<file path="config.mk">
export PLATFORM = sky130hd
export DESIGN_NAME = serial_operand_adder_flat
export DESIGN_NICKNAME = d
export VERILOG_FILES = /design/src/rtl/serial_operand_adder_if.sv /design/src/rtl/serial_operand_adder.sv /design/src/flat_wrapper.sv
export SDC_FILE = /design/constraint.sdc
export NUM_CORES = 1
export LEC_CHECK = 0
export ABC_AREA = 1
export CAP_MARGIN = 10
export CORE_MARGIN = 1
export CORE_UTILIZATION = 45
export CTS_CLUSTER_SIZE = 25
export DETAILED_ROUTE_END_ITERATION = 10
export PLACE_DENSITY = 0.84
export SYNTH_ARGS = -nofsm -noshare
export SYNTH_HDL_FRONTEND = slang
export SYNTH_SLANG_ARGS = --single-unit
export TNS_END_PERCENT = 5
</file>
<file path="constraint.sdc">
create_clock -name clk -period 1.3 [get_ports clk]
set_clock_uncertainty 0.15 [all_clocks]
set_input_delay 0.26 -clock clk [delete_from_list [all_inputs] [get_ports clk]]
set_output_delay 0.26 -clock clk [all_outputs]
set_load 0.05 [all_outputs]
</file>
<file path="src/rtl/serial_operand_adder_if.sv">
// Bundle of the serial operand stream and the parallel result for serial_operand_adder.
// The master drives the operand bits and frame control; the slave returns the result.
interface serial_operand_adder_if #(
  parameter int unsigned WIDTH = 8
);
  logic             start;
  logic             sub;
  logic             a_bit;
  logic             b_bit;
  logic             bit_valid;
  logic             busy;
  logic             done;
  logic [WIDTH:0]   sum;
  logic             cout;

  modport master (
    output start, sub, a_bit, b_bit, bit_valid,
    input  busy, done, sum, cout
  );

  modport slave (
    input  start, sub, a_bit, b_bit, bit_valid,
    output busy, done, sum, cout
  );
endinterface

</file>
<file path="src/rtl/serial_operand_adder.sv">
// Bit-serial adder/subtractor: LSB-first operand streams in, registered (WIDTH+1)-bit result out.
// Subtraction is A + ~B + 1, with the +1 preloaded into the carry flop at frame start.
module serial_operand_adder #(
  parameter int unsigned WIDTH = 8
) (
  input logic                  clk,
  input logic                  reset,
  serial_operand_adder_if.slave bus
);

  localparam int unsigned CNT_W = (WIDTH > 2) ? $clog2(WIDTH) : 1;
  localparam int unsigned SHR_W = WIDTH - 1;

  typedef enum logic {
    IDLE = 1'b0,
    RUN  = 1'b1
  } state_e;

  state_e             state_q, state_d;
  logic               carry_q, carry_d;
  logic [CNT_W-1:0]   cnt_q, cnt_d;
  logic [SHR_W-1:0]   shreg_q, shreg_d;
  logic               mode_q, mode_d;
  logic               done_q, done_d;
  logic [WIDTH:0]     sum_q, sum_d;
  logic               cout_q, cout_d;

  logic               b_eff_c;
  logic               s_c;
  logic               carry_nxt_c;

  // One full-adder slice of the serial chain
  always_comb begin
    b_eff_c     = bus.b_bit ^ mode_q;
    s_c         = bus.a_bit ^ b_eff_c ^ carry_q;
    carry_nxt_c = (bus.a_bit & b_eff_c) | (bus.a_bit & carry_q) | (b_eff_c & carry_q);
  end

  // The final sum bit goes straight into the result, so only WIDTH-1 earlier bits are buffered
  always_comb begin
    state_d = state_q;
    carry_d = carry_q;
    cnt_d   = cnt_q;
    shreg_d = shreg_q;
    mode_d  = mode_q;
    done_d  = 1'b0;
    sum_d   = sum_q;
    cout_d  = cout_q;

    if (bus.start) begin
      state_d = RUN;
      carry_d = bus.sub;
      cnt_d   = '0;
      mode_d  = bus.sub;
    end else if (state_q == RUN && bus.bit_valid) begin
      carry_d = carry_nxt_c;
      shreg_d = (shreg_q >> 1) | (SHR_W'(s_c) << (SHR_W - 1));
      cnt_d   = cnt_q + CNT_W'(1);
      if (cnt_q == CNT_W'(WIDTH - 1)) begin
        sum_d   = {(mode_q ? ~carry_nxt_c : carry_nxt_c), s_c, shreg_q};
        cout_d  = carry_nxt_c;
        done_d  = 1'b1;
        cnt_d   = '0;
        state_d = IDLE;
      end
    end
  end

  always_ff @(posedge clk) begin
    if (reset) begin
      state_q <= IDLE;
      carry_q <= 1'b0;
      cnt_q   <= '0;
      shreg_q <= '0;
      mode_q  <= 1'b0;
      done_q  <= 1'b0;
      sum_q   <= '0;
      cout_q  <= 1'b0;
    end else begin
      state_q <= state_d;
      carry_q <= carry_d;
      cnt_q   <= cnt_d;
      shreg_q <= shreg_d;
      mode_q  <= mode_d;
      done_q  <= done_d;
      sum_q   <= sum_d;
      cout_q  <= cout_d;
    end
  end

  assign bus.busy = (state_q == RUN);
  assign bus.done = done_q;
  assign bus.sum  = sum_q;
  assign bus.cout = cout_q;

endmodule

</file>
<file path="src/flat_wrapper.sv">
// flat-port wrapper written by rule: the top's interface ports become plain ports
module serial_operand_adder_flat 
#(
  parameter int unsigned WIDTH = 8
)
  (clk, reset, bus_start, bus_sub, bus_a_bit, bus_b_bit, bus_bit_valid, bus_busy, bus_done, bus_sum, bus_cout);
  serial_operand_adder_if #(.WIDTH(WIDTH)) bus_i ();
  input logic clk;
  input logic reset;
  input wire logic [$bits(bus_i.start)-1:0] bus_start;
  input wire logic [$bits(bus_i.sub)-1:0] bus_sub;
  input wire logic [$bits(bus_i.a_bit)-1:0] bus_a_bit;
  input wire logic [$bits(bus_i.b_bit)-1:0] bus_b_bit;
  input wire logic [$bits(bus_i.bit_valid)-1:0] bus_bit_valid;
  output wire logic [$bits(bus_i.busy)-1:0] bus_busy;
  output wire logic [$bits(bus_i.done)-1:0] bus_done;
  output wire logic [$bits(bus_i.sum)-1:0] bus_sum;
  output wire logic [$bits(bus_i.cout)-1:0] bus_cout;
  assign bus_i.start = bus_start;
  assign bus_i.sub = bus_sub;
  assign bus_i.a_bit = bus_a_bit;
  assign bus_i.b_bit = bus_b_bit;
  assign bus_i.bit_valid = bus_bit_valid;
  assign bus_busy = bus_i.busy;
  assign bus_done = bus_i.done;
  assign bus_sum = bus_i.sum;
  assign bus_cout = bus_i.cout;
  serial_operand_adder #(.WIDTH(WIDTH)) u_core (.clk(clk), .reset(reset), .bus(bus_i));
endmodule
</file>
==> flow_metrics.env <==
export IMPL_status="finished with violations"
export IMPL_violations="setup timing"
export IMPL_vdd_drop_max_mv=0.700
export IMPL_fp_dieW_um=50.4
export IMPL_ys_top_cells_by_count="40 x nand2_1, 24 x dfxtp_1, 18 x nor2_1, 12 x inv_1"
export IMPL_syn2layout_area_growth_pct=53.0
export IMPL_layout_setup_ws_ns=-0.126
export IMPL_power_uw=1340
export IMPL_drv_slew=0
export IMPL_leakage_uw=0.000715
export IMPL_io_pins=19
export IMPL_layout_nets=183
export IMPL_slew_headroom=0.848
export IMPL_ys_seq_elements=24
export IMPL_p_sw_frac=0.251
export IMPL_finalWirelength_mm=2.38
export IMPL_io_buffer_count=18
export IMPL_synth_cells=133
export IMPL_yosys_area_top_type="dfxtp_1"
export IMPL_drive_above_1_share=0.415
export IMPL_initialDrtViolationCount=21
export IMPL_tightestPinTransition_ns=0.226
export IMPL_p_seq_frac=0.567
export IMPL_avgRoutedWirePerCell_um=11.9
export IMPL_clock_sinks=24
export IMPL_yosys_top_cells_area="dfxtp_1 46%, nand2_1 14%, nor2_1 6.4%, inv_1 4.3%, nor2_2 4.2%"
export IMPL_p_int_uw=1000
export IMPL_grt_max_degree=14
export IMPL_start_util=0.476
export IMPL_worst_setup_path_type="flop to flop"
export IMPL_min_period_ns=1.43
export IMPL_design_die_area_um2=2540
export IMPL_crit_path_max_fanout=2
export IMPL_root_buffer="clkbuf_4"
export IMPL_yosysSeqAreaShare=0.456
export IMPL_via_per_inst=4.86
export IMPL_cp_start_kind="flop"
export IMPL_synth_most_common_cell="nand2_1"
export IMPL_place_congestion=0.767
export IMPL_cts_max_level=1
export IMPL_p_switching_uw=337
export IMPL_clk_latency_ns=0.33
export IMPL_die_y_um=50.4
export IMPL_route_vias_total=968
export IMPL_design_area_um2=1610
export IMPL_async_reset_ff_frac=0
export IMPL_tns_ns=-1.13
export IMPL_syn_cell_area_um2=1050
export IMPL_yosysWarningCount=0
export IMPL_clkSlewWorstSetupHoldPaths_ns=0.13
export IMPL_end_kind="flop"
export IMPL_p_clk_frac=0.303
export IMPL_postPlaceCellArea_um2=1500
export IMPL_core_area_um2=2210
export IMPL_crit_arrival_ns=1.52
export IMPL_whs_ns=0.331
export IMPL_dr_pass1_iters=4
export IMPL_maxCapViolations=0
export IMPL_clockBufferDepth=2
export IMPL_drcViolationCount=0
export IMPL_setup_viol=14
export IMPL_numCtsBuffers=3
export IMPL_cts_tree="done"
export IMPL_ys_flop_type="dfxtp_1"
export IMPL_combPwrFrac=0.130
export IMPL_gr_total_overflow=0
export IMPL_syn_num_nets=144
export IMPL_max_freq_mhz=701
export IMPL_required_ns=1.39
export IMPL_rsz0062_at_grt="true"
export IMPL_synth_edf_count=0
export IMPL_rows=17
export IMPL_ant_nets=0
export IMPL_dpl_hpwl_mm=1.68
export IMPL_period_share=1.10
export IMPL_grtUsageTotal=0.202
export IMPL_synth_distinct_cells=21
export IMPL_avgSynthCellArea_um2=7.92
export IMPL_finalHoldViolCount=0
export IMPL_hold_class="flop to flop"
export IMPL_yosys_area_top_type_share=0.456
export IMPL_antenna_cells=0
export IMPL_grt_pass1_vias=891
export IMPL_p_per_area_nw_per_um2=832
export IMPL_grt_pass1_wl_mm=3.73
export IMPL_antenna_found_initial=0
## kinds of logic after synthesis
group,synth area share
flip-flops,0.456
adder cells (fa/ha/maj),0.0546
XOR/XNOR,0.00832
AND/OR/NAND/NOR,0.350
buffers and inverters,0.0724
AO/OA/AOI/OAI,0.0582
## area by class of cell
cell class / count / area [um^2]
tap: 28 / 35.0
fill: 157 / 601
clock buffer: 4 / 36.3
sequential: 24 / 499
multi-input combinational: 94 / 554
inverter: 13 / 48.8
timing repair buffer: 36 / 438
## cells in the final DEF (no fill, tap or decap), types with 2 or more instances in the layout
| master | Yosys | layout |
|---|---|---|
| nand2_4 | 2 | 2 |
| inv_2 | 1 | 2 |
| nor2_4 | 0 | 2 |
| nand3_1 | 2 | 2 |
| dfxtp_1 | 24 | 11 |
| clkbuf_4 | 0 | 3 |
| nand2_1 | 40 | 39 |
| ha_4 | 0 | 2 |
| buf_12 | 0 | 12 |
| nor2_2 | 7 | 6 |
| nand3_2 | 4 | 4 |
| inv_1 | 12 | 11 |
| o21ai_0 | 4 | 3 |
| a21oi_1 | 7 | 6 |
| buf_4 | 1 | 17 |
| dfxtp_2 | 0 | 12 |
| nor2_1 | 18 | 18 |
| clkdlybuf4s50_1 | 0 | 5 |
## layer usage
metal | wire length (um) | track usage | vias up
met3 | 87 | 0.0364 | 9
li1 | - | - | 491
met2 | 1230 | 0.344 | 28
met5 | 0 | 0 | -
met1 | 974 | 0.231 | 440
met4 | 83 | 0.125 | 0
## stage by stage
step	setup WS [ns]	util	std cells
after detailed placement	-0.502	0.679	192
final	-0.126	0.729	199
after CTS	-0.128	0.721	199
after global routing	-0.206	0.729	199
after floorplan	-0.0609	-	133
after global placement	-0.457	0.679	192
## registers in the layout, indices dropped and copies added (netlist names)
register         flops
u_core.bus.sum       9
u_core.mode_q        1
u_core.bus.cout      1
u_core.bus.busy      1
u_core.bus.done      1
u_core.cnt_q         3
u_core.shreg_q       7
u_core.carry_q       1
## critical path, stage by stage (launching register included)
cell and delay [ns]:
dfxtp_2 0.36, xnor2_2 0.13, fa_2 0.53, nand2_1 0.06
nand2_1 0.07, nor2_1 0.04
## power groups by stage
stage / Clock, uW / Sequential [uW] / Combinational, uW
after floorplan: 0 / 782 / 76.8
after global placement: 0 / 775 / 157
after detailed placement: 0 / 776 / 161
after CTS: 414 / 761 / 170
after global routing: 446 / 762 / 190
final: 406 / 760 / 175
## repair_timing
item                       4_1_cts  5_1_grt
hold buffers                     0        0
gates resized for setup         14        7
pin swaps                        5        1
setup buffers                    2        0
gates cloned                     1        0
setup endpoints to repair       21       26
## final timing paths
check,from,cells after the start,slack (ns),endpoint
worst max-delay path,u_core.mode_q$_SDFFE_PP0P_,5,-0.13,u_core.bus.sum[7]$_SDFFE_PP0P_
worst min-delay path,u_core.bus.sum[6]$_SDFFE_PP0P_,2,0.33,u_core.bus.sum[6]$_SDFFE_PP0P_
worst max register to register,u_core.mode_q$_SDFFE_PP0P_,5,-0.13,u_core.bus.sum[7]$_SDFFE_PP0P_
worst min register to register,u_core.bus.sum[6]$_SDFFE_PP0P_,2,0.33,u_core.bus.sum[6]$_SDFFE_PP0P_
No activity file was read; power rests on OpenSTA's default activity.
